### config.mk
export PLATFORM = sky130hd
export DESIGN_NAME = mall_door_sensor
export DESIGN_NICKNAME = d
export VERILOG_FILES = /design/src/rtl/mall_door_sensor.sv
export SDC_FILE = /design/constraint.sdc
export NUM_CORES = 1
export LEC_CHECK = 0
export ABC_AREA = 1
export CELL_PAD_IN_SITES_DETAIL_PLACEMENT = 0
export CELL_PAD_IN_SITES_GLOBAL_PLACEMENT = 1
export CORE_ASPECT_RATIO = 0.8
export CORE_MARGIN = 1
export CORE_UTILIZATION = 40
export DETAILED_ROUTE_END_ITERATION = 10
export HOLD_SLACK_MARGIN = 0.05
export PLACE_DENSITY_LB_ADDON = 0.3
export SLEW_MARGIN = 20
export SYNTH_ARGS = -nofsm -noshare
export SYNTH_HDL_FRONTEND = slang
export SYNTH_SLANG_ARGS = --single-unit
### constraint.sdc
create_clock -name clock -period 3.1 [get_ports clock]
set_input_delay 0.465 -clock clock [delete_from_list [all_inputs] [get_ports clock]]
set_output_delay 0.465 -clock clock [all_outputs]
set_load 0.01 [all_outputs]
### src/rtl/mall_door_sensor.sv
// Doorway direction decoder: two-flop sync + debounce per IR beam, then an FSM
// that turns the {A,B} sequence into entry/exit/error pulses. Optional stall timeout: MALL_DOOR_TIMEOUT_EN.
module mall_door_sensor #(
  parameter int DEBOUNCE_CYCLES = 4,
  parameter int TIMEOUT_CYCLES  = 1023
) (
  input  logic clock,
  input  logic reset,
  input  logic beam_a,
  input  logic beam_b,
  output logic entry_pulse,
  output logic exit_pulse,
  output logic err_pulse,
  output logic busy,
  output logic beam_a_db,
  output logic beam_b_db
);

  if (DEBOUNCE_CYCLES < 1 || DEBOUNCE_CYCLES > 255 ||
      TIMEOUT_CYCLES < 1 || TIMEOUT_CYCLES > 1023) begin : g_bad_param
    $error("mall_door_sensor: parameter out of range");
  end

  typedef enum logic [2:0] {
    IDLE, IN_A, IN_AB, IN_B, OUT_B, OUT_BA, OUT_A, WAIT_CLR
  } state_e;

  localparam logic [7:0] DB_LAST = 8'(DEBOUNCE_CYCLES - 1);

  // Bit 1 carries beam A and bit 0 beam B, so db_q is directly the FSM pair.
  logic [1:0]      sync1_q, sync2_q, db_q, db_d;
  logic [1:0][7:0] cnt_q, cnt_d;
  state_e          state_q, state_d;
  logic            entry_q, exit_q, err_q, entry_d, exit_d, err_d;

`ifdef MALL_DOOR_TIMEOUT_EN
  localparam logic [9:0] TMO_LIMIT = 10'(TIMEOUT_CYCLES);
  logic [9:0] tmo_q, tmo_d;
  logic       tmo_hit;
  assign tmo_hit = (state_q != IDLE) && (state_q != WAIT_CLR) && (tmo_q == TMO_LIMIT);
`endif

  always_comb begin
    // NOTE: defaults first on every combinational output so no path infers a latch.
    db_d  = db_q;
    cnt_d = cnt_q;
    for (int i = 0; i < 2; i++) begin
      if (sync2_q[i] == db_q[i]) begin
        cnt_d[i] = '0;
      end else if (cnt_q[i] == DB_LAST) begin
        db_d[i]  = ~db_q[i];
        cnt_d[i] = '0;
      end else begin
        cnt_d[i] = cnt_q[i] + 8'd1;
      end
    end
  end

  always_comb begin
    state_d = state_q;
    entry_d = 1'b0;
    exit_d  = 1'b0;
    err_d   = 1'b0;
    unique case (state_q)
      IDLE: case (db_q)
        2'b10:   state_d = IN_A;
        2'b01:   state_d = OUT_B;
        2'b11:   begin state_d = WAIT_CLR; err_d = 1'b1; end
        default: ;
      endcase
      IN_A: case (db_q)
        2'b00:   state_d = IDLE;
        2'b11:   state_d = IN_AB;
        2'b01:   state_d = IN_B;
        default: ;
      endcase
      IN_AB: case (db_q)
        2'b01:   state_d = IN_B;
        2'b10:   state_d = IN_A;
        2'b00:   begin state_d = IDLE; err_d = 1'b1; end
        default: ;
      endcase
      IN_B: case (db_q)
        2'b00:   begin state_d = IDLE; entry_d = 1'b1; end
        2'b11:   state_d = IN_AB;
        2'b10:   state_d = IN_A;
        default: ;
      endcase
      OUT_B: case (db_q)
        2'b00:   state_d = IDLE;
        2'b11:   state_d = OUT_BA;
        2'b10:   state_d = OUT_A;
        default: ;
      endcase
      OUT_BA: case (db_q)
        2'b10:   state_d = OUT_A;
        2'b01:   state_d = OUT_B;
        2'b00:   begin state_d = IDLE; err_d = 1'b1; end
        default: ;
      endcase
      OUT_A: case (db_q)
        2'b00:   begin state_d = IDLE; exit_d = 1'b1; end
        2'b11:   state_d = OUT_BA;
        2'b01:   state_d = OUT_B;
        default: ;
      endcase
      WAIT_CLR: if (db_q == 2'b00) state_d = IDLE;
      default:  state_d = IDLE;
    endcase
`ifdef MALL_DOOR_TIMEOUT_EN
    // A stalled crossing overrides whatever the beam table asked for.
    if (tmo_hit) begin
      state_d = WAIT_CLR;
      entry_d = 1'b0;
      exit_d  = 1'b0;
      err_d   = 1'b1;
    end
    if (state_d != state_q || state_q == IDLE || state_q == WAIT_CLR) tmo_d = '0;
    else                                                              tmo_d = tmo_q + 10'd1;
`endif
  end

  always_ff @(posedge clock) begin
    // NOTE: non-blocking assignments for every flop so all state updates see pre-edge values.
    if (reset) begin
      sync1_q <= '0;
      sync2_q <= '0;
      db_q    <= '0;
      cnt_q   <= '0;
      state_q <= IDLE;
      entry_q <= 1'b0;
      exit_q  <= 1'b0;
      err_q   <= 1'b0;
`ifdef MALL_DOOR_TIMEOUT_EN
      tmo_q   <= '0;
`endif
    end else begin
      sync1_q <= {beam_a, beam_b};
      sync2_q <= sync1_q;
      db_q    <= db_d;
      cnt_q   <= cnt_d;
      state_q <= state_d;
      entry_q <= entry_d;
      exit_q  <= exit_d;
      err_q   <= err_d;
`ifdef MALL_DOOR_TIMEOUT_EN
      tmo_q   <= tmo_d;
`endif
    end
  end

  assign entry_pulse = entry_q;
  assign exit_pulse  = exit_q;
  assign err_pulse   = err_q;
  assign busy        = (state_q != IDLE);
  assign beam_a_db   = db_q[1];
  assign beam_b_db   = db_q[0];

endmodule

# Yosys cells after proc, flatten, opt, wreduce, memory -nomap -nowiden

Index checks and enable logic that the tools add are counted.

Memory bits (read-only): 0
Output and inout port bits: 6
Flip-flop bits (word level): 28
Latch bits: 0
Bits in writable memories: 0
Memories: 0
Bits of input ports: 4

Divide/modulo/power cells: 0
Bitwise gates (word level): 6
$add $sub $neg: 2
$mul: 0
Mux-type cells: 12
Reduce and logical (&&, ||, !) cells: 11
Order comparisons: 0
Equal/unequal tests: 22
Shift-type cells: 0

Operators with widths:

| cell                                                   | number |
|---|---|
| one-hot mux 3 bit (3 select lines)                     | 7 |
| one-hot mux 3 bit (8 select lines)                     | 1 |
| inequality test 4 bit (second input constant)          | 5 |
| adder 8 x 1 -> 8 bit (second input constant)           | 2 |
| equality test 8 x 2 -> 1 bit (second input constant)   | 2 |
| equality test 3 bit (second input constant)            | 4 |
| AND reduction 8 bit                                    | 1 |
| equality test 3 x 2 -> 1 bit (second input constant)   | 2 |
| inverter 1 bit                                         | 6 |
| OR reduction 2 bit                                     | 3 |
| OR reduction 3 bit                                     | 2 |
| equality test 2 bit (second input constant)            | 2 |
| inequality test 4 x 2 -> 1 bit (second input constant) | 1 |
| inequality test 4 x 3 -> 1 bit (second input constant) | 1 |
| AND reduction 2 bit                                    | 2 |
| equality test 3 x 1 -> 1 bit (second input constant)   | 1 |
| zero test 3 bit                                        | 1 |
| two-way mux 3 bit                                      | 1 |
| nonzero test 3 bit                                     | 1 |
| equality test 1 bit                                    | 2 |
| equality test 2 x 1 -> 1 bit (second input constant)   | 1 |
| zero test 2 bit                                        | 1 |
| two-way mux 1 bit                                      | 2 |
| inequality test 2 bit (second input constant)          | 1 |
| one-hot mux 1 bit (2 select lines)                     | 1 |

# Depth between registers and ports, before layout

Gate-level depths: netlist (run 1).

Word-level depth: 3
Gate-level depth with buffers: 11
Gate-level depth less buffers: 10

# Worst setup path after synthesis (run 1)

No wires, ideal clock.

Path kind: register -> register
Start point: reg db_q[1]
End point: reg state_q[0]
Required time: 2.986 ns
Stages on the path, launching flop included: 9
Path buffers: 0
Setup time: 0.114 ns
Setup slack: 1.583 ns
Arrival time: 1.403 ns
Period minus slack after synthesis: 1.517 ns
Cells stage by stage: dfxtp_1 -> inv_1 -> ha_1 -> nand3_1 -> nand2_1 -> nor2_2 -> nand2_2 -> nor2_1 -> nor2_2

Cells in the longest elaborated chain, start to end: 3
Elaborated cells between the ends (all ways): 20

RTL lines:

| what                                                                      | RTL line | text |
|---|---|---|
| start: declaration                                                        | 31       | `logic [1:0] sync1_q, sync2_q, db_q, db_d;` |
| start signal: assignment                                                  | 128      | `db_q <= '0;` |
| start signal: assignment                                                  | 140      | `db_q <= db_d;` |
| equality test 2 x 1 -> 1 bit, or another cell as far along                | n/a      |  |
| one-hot mux 3 bit (3 select lines), or another cell as far along          | 101      | `OUT_A: case (db_q)` |
| one-hot mux 3 bit (8 select lines) or AND reduction 8 bit (tied branches) | n/a      |  |
| end signal: assignment                                                    | 142      | `state_q <= state_d;` |
| end: declaration                                                          | 33       | `state_e state_q, state_d;` |

Parallel ways exist; a longest one is shown, timed or not. The select of a mux whose other input is x is not followed.
A chain may end at the register's enable or synchronous reset.

# Worst setup path after layout (run 1)

Start point: reg state_q[1]
End point: out busy

Cells in the longest elaborated chain, start to end: 1

RTL lines:

| what               | RTL line | text |
|---|---|---|
| nonzero test 3 bit | 155      | `assign busy = (state_q != IDLE);` |
| end: declaration   | 14       | `output logic busy,` |

Every way passes these cells.

==> results of run 1 <==
-- metrics by stage --
stage	hold slack, ns	cells	power (mW)
final	0.409	255	0.918
after global routing	0.421	255	0.989
after CTS	0.410	255	0.931
after detailed placement	0.397	251	0.710
after global placement	0.392	251	0.698
after floorplan	0.388	202	0.653
-- path summary, 6_finish.rpt --
kind	startpoint	to
worst max-delay path	state_q[1]	busy
worst min register to register	sync1_q[0]	sync2_q[0]
worst max register to register	db_q[1]	state_q[2]
worst min-delay path	sync1_q[0]	sync2_q[0]
-- per-layer routing --
metal	wire length (um)	track usage	vias up
met5	0	0	-
met4	25	0.0525	0
li1	-	-	654
met1	1360	0.193	560
met2	1260	0.272	23
met3	103	0.0471	4
-- tightest hold or removal path: cells and delay by family (launching register included) --
kind          cells  cell delay, ns
buf+inv           1            0.04
flops             1            0.31
simple gates      1            0.03
-- report_power, final --
group	switching (mW)	internal, mW
sequential	0.0465	0.383
combinational	0.165	0.106
clock	0.104	0.114
-- synthesized netlist by cell type --
cell type	number
a21oi_1	12
a21oi_2	1
buf_6	2
dfxtp_1	28
ha_1	9
inv_1	28
inv_2	4
inv_4	1
nand2_1	27
nand2_2	2
nand3_1	16
nand3b_1	1
nand4_1	3
nor2_1	34
nor2_2	9
nor2_4	1
nor3_1	4
nor3b_1	2
o21ai_0	8
o21ai_1	1
or2_2	1
xnor2_1	2
xor2_1	6
-- flip-flops by register name (all words and copies together), names as in the netlist --
name         cells
entry_pulse      1
err_pulse        1
exit_pulse       1
db_q             2
sync1_q          2
state_q          3
cnt_q           16
sync2_q          2
-- final cells by class --
class / instances / area, sq um / area share
clock buffers: 4 / 55.1 / 0.0336
inverters: 33 / 126 / 0.0772
multi-input cells: 139 / 753 / 0.460
flip-flops and latches: 28 / 561 / 0.342
well taps: 42 / 52.6 / 0.0321
repair buffers: 9 / 90.1 / 0.0550
-- cell families after synthesis --
| group | share of synthesized area |
|---|---|
| DFF | 0.383 |
| and+or+nand+nor | 0.312 |
| buffers and inverters | 0.102 |
| adders and majority gates | 0.0770 |
| AOI/OAI and AO/OA | 0.0778 |
| xor gates and xnor gates | 0.0479 |
==> metrics.txt, run 1 <==
CTS root buffer clkbuf_8; outcome finished clean; die span in x 69.6 um; Post-Syn Area per Cell 7.24 sq um; endpoints failing setup 0; CTS tree built; Post-Place Setup Slack 1.29 ns; static leakage 0.705 nW; port bufs 9; Yosys top cell by area dfxtp_1; initial antenna violation count 0; Syn Inst Count 202; clock skew 0.00401 ns; synthesized net count 215; PwrDens 560 nW/um^2; H-tree depth 1; Row Count 19; max_cap viols 0; Clock transition at path regs 0.08 ns; Clock Tree Buf Depth 2; Slew Limit Fails 0; layout cells sized above 1 0.108; core box area 3470 sq um; total setup buffers inserted after CTS 0; worst-path maximum fanout 9; DRT iter0 DRCs 20; FF-to-FF path depth 10; wire length per cell 10.8 um; Initial DRT Pass Iterations 4; Worst Path Arrival 1.62 ns; cell area after layout 1640 sq um; final net count 227; critical path class flip-flop to output port; Final Core Density 0.472; vias 1241; grt total ovfl 0; CP max stage cell dfxtp_1; vias in the first global route 1183; ant diodes 0; pin count of the biggest net entering global routing 16; HPWL after DPL 2.20 mm; die area 3900 sq um; via/cell ratio 4.87; Worst setup SP type flip-flop; Tmin final 2.09 ns; CP Depth 5; Sum Neg Setup Slack 0 ns; GRT Resource Usage Total 0.160; P&R area growth vs syn 12.0%; CTS resizes 0; maximum clock frequency 0.479 GHz; Worst-Skew Late Latency 0.27 ns; number of fill cells 375; Netlist Area Pre-Place 1460 sq um; final hold vios 0; Routed Antenna Nets 0; DP Area 1580 sq um; total I/O pin count 10; Top delay family on crit path buffers and inverters; Crit. End Element output port; Chip Height 56.1 um; most frequent cells in the layout 34 x nor2_1, 28 x inv_1, 28 x dfxtp_1, 27 x nand2_1, 16 x nand3_1; Seq/Total Area, Yosys 0.383; cell repeated most along the worst path inv_2; FF-to-FF setup slack 1.42 ns; fin crit share 0.673; Initial Utilization 0.421; first-pass GRT wire length 4.94 mm; Required @ worst endpoint 2.63 ns; cells along the critical path nor2_2 > inv_2 > nor2_4 > inv_2 > clkdlybuf4s50_1; Peak supply drop 0.332 mV; RSZ-0062 raised after global routing no; worst min-delay path class flip-flop to flip-flop; Yosys warning count 0; relative slew slack 0.671; Least-Margin Pin Slew 0.493 ns; WP buf/inv 3; CTS Sinks 28; setup ws final 1.01 ns; synthesized flop and latch total 28; total CTS buffers 3; Netlist cell types 23; synth top area cells dfxtp_1 38%, nor2_1 8.7%, ha_1 7.7%; top cell type's share of synthesized area 0.383; drc violations 0; leading cell type in the layout, fill and taps excluded nor2_1; gpl congestion 0.887; DRT Wirelength 2.75 mm; Largest stage delay, worst path 0.52 ns; hold buffer count at cts 0; worst hold stages 2
(Power assumes the default switching activity.)
==> inputs of run 2 (changes only) <==
==> constraint.sdc (replaced) <==
create_clock -name clock -period 2.1 [get_ports clock]
set_input_delay 0.315 -clock clock [delete_from_list [all_inputs] [get_ports clock]]
set_output_delay 0.315 -clock clock [all_outputs]
set_load 0.01 [all_outputs]
==> metrics.txt, run 2 (same netlist as run 1, synthesis figures left out) <==
outcome finished clean; max reg flops 16; PwrDens 839 nW/um^2; critical path class flip-flop to output port; final hold vios 0; Initial Utilization 0.421; Peak supply drop 0.870 mV; maximum clock frequency 0.507 GHz; worst-path maximum fanout 9; CP max stage cell dfxtp_1; CTS tree built; H-tree depth 1; drc violations 0; DRT iter0 DRCs 37; GRT Resource Usage Total 0.157; clock skew 0.00317 ns; wire length per cell 10.6 um; DRT Wirelength 2.71 mm; total power 1.38 mW; core box area 3470 sq um; Required @ worst endpoint 1.78 ns; Largest stage delay, worst path 0.56 ns; P&R area growth vs syn 12.3%; CTS root buffer clkbuf_8; RSZ-0062 raised after global routing no; Clock transition at path regs 0.09 ns; HPWL after DPL 2.12 mm; gpl congestion 0.857; first-pass GRT wire length 4.93 mm; Regs by FF count cnt_q x16, state_q x3; via/cell ratio 4.87; leading cell type in the layout, fill and taps excluded nor2_1; CTS Sinks 28; Row Count 19; initial antenna violation count 0; Worst-Skew Late Latency 0.27 ns; Slew Limit Fails 0; die area 3900 sq um; Crit. End Element output port; vias in the first global route 1143; Worst setup SP type flip-flop; static leakage 0.706 nW; grt total ovfl 0; Sum Neg Setup Slack 0 ns; layout cells sized above 1 0.108; pin count of the biggest net entering global routing 16; Chip Height 56.1 um; Tmin final 1.97 ns; Least-Margin Pin Slew 0.540 ns; relative slew slack 0.639; Clock Tree Buf Depth 2; ant diodes 0; vias 1242; cells along the critical path nor2_4 > inv_2 > nor2_4 > inv_2 > clkdlybuf4s50_1; Largest Register cnt_q; port bufs 9; max_cap viols 0; Initial DRT Pass Iterations 4; total I/O pin count 10; endpoints failing setup 0; final net count 227; Worst Path Arrival 1.66 ns; most frequent cells in the layout 34 x nor2_1, 28 x inv_1, 28 x dfxtp_1, 27 x nand2_1, 16 x nand3_1; worst min-delay path class flip-flop to flip-flop; die span in x 69.6 um; fin crit share 0.940; total CTS buffers 3; Routed Antenna Nets 0
## run 2: cell counts in the layout (fill, tap and decap cells not counted)
Identical to the previous run, type by type.
## run 2: through the flow
step / hold WS (ns) / cell area, sq um / setup slack, ns / instances / utilization
CTS: 0.409 / 1640 / 0.0948 / 255 / 0.472
floorplan: 0.386 / 1460 / 0.583 / 202 / -
detailed placement: 0.395 / 1580 / 0.401 / 251 / 0.456
global route: 0.422 / 1640 / 0.0350 / 255 / 0.473
global placement: 0.390 / 1580 / 0.411 / 251 / 0.456
finish: 0.406 / 1640 / 0.126 / 255 / 0.473
## run 2: final timing paths
kind	endpoint	from	slack [ns]	cells after the start
worst min-delay path	sync2_q[0]	sync1_q[0]	0.41	2
worst max-delay path	busy	state_q[1]	0.13	5
worst max register to register	state_q[1]	db_q[0]	0.43	10
worst min register to register	sync2_q[0]	sync1_q[0]	0.41	2
## run 2: final cells by class
class	instances	area [sq um]
inverter	33	126
sequential	28	561
fill	341	1830
multi-input combinational	139	758
clock buffer	4	55.1
tap	42	52.6
timing repair buffer	9	90.1
## run 2: where the power goes
| group | total (mW) | switching (mW) | internal (mW) |
|---|---|---|---|
| registers | 0.642 | 0.0770 | 0.565 |
| logic | 0.413 | 0.252 | 0.161 |
| clock network | 0.324 | 0.156 | 0.168 |
## run 2: timing repair
| item | CTS | global route |
|---|---|---|
| hold buffers | 0 | 0 |
| endpoints found under the setup margin | 0 | 1 |
| buffers inserted | 0 | 0 |
| gates resized for setup | 0 | 1 |
## run 2: critical path, delay by kind of cell (launching register included)
kind | cells | cell delay (ns)
buffers and inverters | 3 | 0.68
DFF | 1 | 0.56
and+or+nand+nor | 2 | 0.14
## run 2: per-layer routing
metal | wire length, um | GRT usage | vias up
met5 | 0 | 0 | -
met4 | 9 | 0.0262 | 0
met3 | 190 | 0.0435 | 2
met2 | 1200 | 0.252 | 34
met1 | 1320 | 0.213 | 552
li1 | - | - | 654
